**src/rtl/delay_pipe_arbiter_if.sv**
```systemverilog
// Request/pipe/response bundle for delay_pipe_arbiter.
// DELAY_PIPE_ARB_LOCK_EN adds the per-requester req_lock_i field.
interface delay_pipe_arbiter_if #(
  parameter int NUM_REQ = 4,
  parameter int WIDTH   = 4
);
  logic [NUM_REQ-1:0]       req_valid_i;
  logic [NUM_REQ*WIDTH-1:0] req_data_i;
  logic [NUM_REQ-1:0]       req_ready_o;
  logic                     flush_i;
  logic                     pipe_valid_o;
  logic [WIDTH-1:0]         pipe_data_o;
  logic [WIDTH-1:0]         pipe_data_i;
  logic [NUM_REQ-1:0]       resp_valid_o;
  logic [WIDTH-1:0]         resp_data_o;
  logic                     busy_o;
`ifdef DELAY_PIPE_ARB_LOCK_EN
  logic [NUM_REQ-1:0]       req_lock_i;
`endif

  modport master (
    output req_valid_i, req_data_i, flush_i, pipe_data_i,
`ifdef DELAY_PIPE_ARB_LOCK_EN
    output req_lock_i,
`endif
    input  req_ready_o, pipe_valid_o, pipe_data_o, resp_valid_o, resp_data_o, busy_o
  );

  modport slave (
    input  req_valid_i, req_data_i, flush_i, pipe_data_i,
`ifdef DELAY_PIPE_ARB_LOCK_EN
    input  req_lock_i,
`endif
    output req_ready_o, pipe_valid_o, pipe_data_o, resp_valid_o, resp_data_o, busy_o
  );
endinterface

```
**src/rtl/delay_pipe_arbiter.sv**
```systemverilog
// Round-robin arbiter feeding a shared fixed-latency pipe, with shadow tags routing results home.
// Optional DELAY_PIPE_ARB_LOCK_EN: a granted requester holding req_lock_i keeps priority.
module delay_pipe_arbiter #(
  parameter int NUM_REQ = 4,
  parameter int WIDTH   = 4,
  parameter int LATENCY = 3
) (
  input logic clk,
  input logic rst,
  delay_pipe_arbiter_if.slave bus
);
  localparam int TAG_W = $clog2(NUM_REQ);
  localparam logic [NUM_REQ-1:0] ONE_HOT0 = NUM_REQ'(1);

  logic [TAG_W-1:0]   ptr_q, ptr_d;
  logic [LATENCY-1:0] sv_q;
  logic [TAG_W-1:0]   tag_q [LATENCY];
  logic               gnt;
  logic [TAG_W-1:0]   win;
  int                 idx;
`ifdef DELAY_PIPE_ARB_LOCK_EN
  logic               lock_q;
  logic [TAG_W-1:0]   lock_idx_q;
`endif

  always_comb begin
    gnt = 1'b0;
    win = '0;
    idx = 0;
    if (!rst && !bus.flush_i) begin
      for (int k = 0; k < NUM_REQ; k++) begin
        // Explicit wrap: NUM_REQ need not be a power of two.
        idx = int'(ptr_q) + k;
        if (idx >= NUM_REQ) idx = idx - NUM_REQ;
        if (!gnt && bus.req_valid_i[idx]) begin
          gnt = 1'b1;
          win = TAG_W'(idx);
        end
      end
`ifdef DELAY_PIPE_ARB_LOCK_EN
      if (lock_q && bus.req_valid_i[lock_idx_q]) begin
        gnt = 1'b1;
        win = lock_idx_q;
      end
`endif
    end
  end

  always_comb begin
    ptr_d = ptr_q;
    if (gnt) ptr_d = (win == TAG_W'(NUM_REQ-1)) ? '0 : win + TAG_W'(1);
`ifdef DELAY_PIPE_ARB_LOCK_EN
    if (gnt && bus.req_lock_i[win]) ptr_d = ptr_q;
`endif
  end

  always_ff @(posedge clk) begin
    if (rst) begin
      ptr_q <= '0;
      sv_q  <= '0;
      for (int i = 0; i < LATENCY; i++) tag_q[i] <= '0;
`ifdef DELAY_PIPE_ARB_LOCK_EN
      lock_q     <= 1'b0;
      lock_idx_q <= '0;
`endif
    end else if (bus.flush_i) begin
      sv_q <= '0;
`ifdef DELAY_PIPE_ARB_LOCK_EN
      lock_q <= 1'b0;
`endif
    end else begin
      ptr_q <= ptr_d;
      for (int i = LATENCY-1; i > 0; i--) begin
        sv_q[i]  <= sv_q[i-1];
        tag_q[i] <= tag_q[i-1];
      end
      sv_q[0]  <= gnt;
      tag_q[0] <= win;
`ifdef DELAY_PIPE_ARB_LOCK_EN
      lock_q     <= gnt && bus.req_lock_i[win];
      lock_idx_q <= win;
`endif
    end
  end

  assign bus.req_ready_o  = gnt ? (ONE_HOT0 << win) : '0;
  assign bus.pipe_valid_o = gnt;
  assign bus.pipe_data_o  = gnt ? bus.req_data_i[win*WIDTH +: WIDTH] : '0;
  // Reset is synchronous, so the shadow may still hold stale valids during the rst cycle.
  assign bus.resp_valid_o = (!rst && sv_q[LATENCY-1]) ? (ONE_HOT0 << tag_q[LATENCY-1]) : '0;
  assign bus.resp_data_o  = bus.pipe_data_i;
  assign bus.busy_o       = !rst && (|sv_q);
endmodule

```
**src/flat_wrapper.sv**
```systemverilog
// flat-port wrapper written by rule: the top's interface ports become plain ports
module delay_pipe_arbiter_flat 
#(
  parameter int NUM_REQ = 4,
  parameter int WIDTH   = 4,
  parameter int LATENCY = 3
)
  (clk, rst, bus_req_valid_i, bus_req_data_i, bus_flush_i, bus_pipe_data_i, bus_req_ready_o, bus_pipe_valid_o, bus_pipe_data_o, bus_resp_valid_o, bus_resp_data_o, bus_busy_o);
  delay_pipe_arbiter_if #(.NUM_REQ(NUM_REQ), .WIDTH(WIDTH)) bus_i ();
  input logic clk;
  input logic rst;
  input wire logic [$bits(bus_i.req_valid_i)-1:0] bus_req_valid_i;
  input wire logic [$bits(bus_i.req_data_i)-1:0] bus_req_data_i;
  input wire logic [$bits(bus_i.flush_i)-1:0] bus_flush_i;
  input wire logic [$bits(bus_i.pipe_data_i)-1:0] bus_pipe_data_i;
  output wire logic [$bits(bus_i.req_ready_o)-1:0] bus_req_ready_o;
  output wire logic [$bits(bus_i.pipe_valid_o)-1:0] bus_pipe_valid_o;
  output wire logic [$bits(bus_i.pipe_data_o)-1:0] bus_pipe_data_o;
  output wire logic [$bits(bus_i.resp_valid_o)-1:0] bus_resp_valid_o;
  output wire logic [$bits(bus_i.resp_data_o)-1:0] bus_resp_data_o;
  output wire logic [$bits(bus_i.busy_o)-1:0] bus_busy_o;
  assign bus_i.req_valid_i = bus_req_valid_i;
  assign bus_i.req_data_i = bus_req_data_i;
  assign bus_i.flush_i = bus_flush_i;
  assign bus_i.pipe_data_i = bus_pipe_data_i;
  assign bus_req_ready_o = bus_i.req_ready_o;
  assign bus_pipe_valid_o = bus_i.pipe_valid_o;
  assign bus_pipe_data_o = bus_i.pipe_data_o;
  assign bus_resp_valid_o = bus_i.resp_valid_o;
  assign bus_resp_data_o = bus_i.resp_data_o;
  assign bus_busy_o = bus_i.busy_o;
  delay_pipe_arbiter #(.NUM_REQ(NUM_REQ), .WIDTH(WIDTH), .LATENCY(LATENCY)) u_core (.clk(clk), .rst(rst), .bus(bus_i));
endmodule
```
**config.mk**
```make
export PLATFORM = sky130hd
export DESIGN_NAME = delay_pipe_arbiter_flat
export DESIGN_NICKNAME = d
export VERILOG_FILES = /design/src/rtl/delay_pipe_arbiter_if.sv /design/src/rtl/delay_pipe_arbiter.sv /design/src/flat_wrapper.sv
export SDC_FILE = /design/constraint.sdc
export NUM_CORES = 1
export LEC_CHECK = 0
export BUFFER_PORTS_ARGS = -buffer_cell sky130_fd_sc_hd__buf_2
export CAP_MARGIN = 10
export CORE_MARGIN = 1
export CORE_UTILIZATION = 35
export CTS_CLUSTER_SIZE = 28
export DETAILED_ROUTE_END_ITERATION = 10
export PLACE_DENSITY = 0.68
export REMOVE_ABC_BUFFERS = 1
export SETUP_SLACK_MARGIN = 0.15
export SLEW_MARGIN = 25
export SYNTH_ARGS = -nofsm -noshare
export SYNTH_HDL_FRONTEND = slang
export SYNTH_SLANG_ARGS = --single-unit
```
**constraint.sdc**
```tcl
create_clock -name clk -period 2 [get_ports clk]
set_input_delay 0.4 -clock clk [delete_from_list [all_inputs] [get_ports clk]]
set_output_delay 0.4 -clock clk [all_outputs]
set_load 0.02 [all_outputs]
```
==> results.cfg <==
[worst_setup_path]
crit_path_frequent_cell = buf_6
rrSetupSlack_ns = 0.22
max_stage_delay_ns = 0.37
end_kind = output port
reg2regPathDepth = 8
cp_num_cells = 8
cp_data_arrival_time_ns = 1.95
crit_chain = buf_6 > and4bb_2 > o21ai_2 > o211ai_1 > inv_1 > ha_2 > and2_4 > buf_6
worstPathMaxFanout = 5
critPathTopFamily = simple AND/OR/NAND/NOR gates
r2r-start = u_core.ptr_q[1]
cp-start-kind = register
cp.buffers_inverters = 3
r2r_end = u_core.ptr_q[1]
critPathKind = reg -> out
crit_required_ns = 1.60
crit_slowest_cell = dfxtp_4

[grt]
grt_pass1_wl_mm = 3.339
grt_pass1_vias = 787
grt-ovfl-total = 0
antenna_found_initial = 0
grt_util_all_layers_pct = 17.41
grt_max_degree = 9

[detailed_routing]
drtIter0Drc = 3
routed_via_density = 5.000
avgRoutedWirePerCell_um = 12.44
postRouteAntennaNets = 0
drc = 0
vias = 800
firstDrtPassIters = 4
wirelength_mm = 1.991

[clock_tree]
clk_latency_ns = 0.26
cts_buffer_depth = 2
clock_sinks = 11
h-tree-depth = 1
cts_tree = yes
cts-root-buf = clkbuf_4
cts_buffers = 3
clk_pin_slew_ns = 0.06

[logic_synthesis]
synth_edf_count = 6
synth_top_family_by_area = simple AND/OR/NAND/NOR gates
synth_area_um2 = 805.8
async_flop_share_pct = 0
synth_adder_area_share_pct = 6.211
yosysWarnings = 0
synth_compound_gate_area_share_pct = 13.04
postSynth.topFlopCell = edfxtp_1
syn_avg_cell_area_um2 = 9.948
synthSimpleGateAreaFrac_pct = 26.55
synth_mux_area_share_pct = 12.42
synth_xor_area_share_pct = 0
seq_area_frac_synth_pct = 34.78
synthCells = 81
yosys_register_bits = 11
netlist-cell-type-count = 30

[final_layout]
diodes = 0
drive_gt1_share_pct = 55.30
final_cells = 160
layout_commonest_cell = buf_2
area_growth_pct = 55.74
layout_common_cells = 31 x buf_2, 15 x buf_4, 9 x mux2i_1
final_util_pct = 57.28
nets = 164
finish.instance_area_um2 = 1255

[timing]
timing.final.crit_share_pct = 117.4
min_period_ns = 2.348
tns_ns = -2.405
max_slew.worst_pin.slew_ns = 0.4865
slew_viol_final = 0
hold_viol = 0
skew_ns = 0.0006174
fmaxAchievable_mhz = 425.9
fin_hold_ws_ns = 0.4559
slew-limit-headroom_pct = 67.43
fin_ws_ns = -0.3482
setup_viol = 8
rsz0062_at_grt = yes

[die]
die-area_um2 = 2498
die_x_um = 49.98
core_um2 = 2191
fp.dieH_um = 49.98
pin_count = 45
rows = 17
initial_core_util_pct = 36.78

[place]
place_inst = 152
hpwl_mm = 1.429
gp_congestion = 0.8094
pre_cts_ws_ns = -0.4215
placed_area_um2 = 1090
io_buffers = 36

[power_and_ir_drop]
peakVddDrop_v = 0.0004320
powerDensity_nw_per_um2 = 474.7
clockPowerShare_pct = 24.5
p_comb_share_pct = 31.3
switchingPower_mw = 0.1713
p_int_mw = 0.4245
power_mw = 0.5958
p_sw_share_pct = 28.75
pwr-share-seq_pct = 44.2
p_leak_nw = 0.5797

[status]
status = finished with violations
violations = setup timing

[min_path]
min_path_cells = 1
hp-class = reg -> reg
hold_start = u_core.sv_q[0]
holdPathEnd = u_core.sv_q[1]

[flow_run]
maxCapViolations = 0
-- cell type report --
class / instances / area [um^2]
clock buffers: 4 / 26.28
fillers: 185 / 935.9
inverters: 6 / 22.52
multi-input cells: 59 / 543.0
flip-flops and latches: 11 / 284.0
well taps: 28 / 35.03
repair buffers: 52 / 344.1
-- flip-flops by register name, summed over array words and instances, names as in the netlist --
signal,count
u_core.sv_q,3
u_core.tag_q,6
u_core.ptr_q,2
-- layer usage --
| metal | part of all wire, % | wire [um] | global-route usage, % |
|---|---|---|---|
| met2 | 50 | 1005 | 31.78 |
| met1 | 44 | 875 | 19.21 |
| met3 | 5.5 | 110 | 6.173 |
| met5 | 0 | 0 | 0 |
| met4 | 0 | 0 | 2.857 |
-- cell families (layout without fill, tap and decap cells) --
group	Yosys count	after routing
simple gates	31	31
fa+ha+maj	4	4
flops	11	11
mux	10	10
compound gates	14	14
buf+inv	11	62
-- cells in the mapped netlist, types with 2 or more instances --
library cell | n | area share, %
o22ai_1 | 4 | 3.1
mux2i_1 | 10 | 12
ha_1 | 4 | 6.2
nand2b_1 | 2 | 1.6
nor4bb_1 | 3 | 3.7
nand2_1 | 2 | 0.93
and2_1 | 10 | 7.8
a21boi_2 | 2 | 2.8
inv_1 | 6 | 2.8
edfxtp_1 | 6 | 22
dfxtp_1 | 5 | 12
buf_4 | 4 | 3.7
nor2_1 | 6 | 2.8
-- power by group through the flow --
stage / logic (mW) / registers (mW) / clock network [mW]
final: 0.186 / 0.263 / 0.146
after global routing: 0.202 / 0.264 / 0.163
after CTS: 0.179 / 0.261 / 0.151
after detailed placement: 0.153 / 0.267 / 0
after global placement: 0.149 / 0.266 / 0
after floorplan: 0.0793 / 0.264 / 0
-- worst register-to-register path: stages (launching register included) --
cell      delay (ns)
dfxtp_4         0.37
buf_6           0.12
and4bb_2        0.31
o21ai_2         0.05
o211ai_1        0.24
inv_1           0.15
ha_2            0.34
nand2_1         0.05
o31ai_1         0.06
-- worst max-delay path by stage --
stage	startpoint	to	slack, ns
after CTS	u_core.ptr_q[1]	bus_req_ready_o[3]	-0.33
final	u_core.ptr_q[1]	bus_req_ready_o[3]	-0.35
after floorplan	bus_req_valid_i[2]	bus_pipe_data_o[0]	-0.1
after detailed placement	bus_req_valid_i[1]	bus_req_ready_o[0]	-0.42
after global routing	u_core.ptr_q[1]	bus_req_ready_o[3]	-0.46
after global placement	bus_req_valid_i[1]	bus_req_ready_o[0]	-0.34
-- repair_timing --
action,4_1_cts,5_1_grt
pin swaps,10,6
hold buffers,0,0
setup buffers,4,0
gates resized for setup,22,7
setup endpoints to repair,8,9
Power figures use the tool's default switching activity.
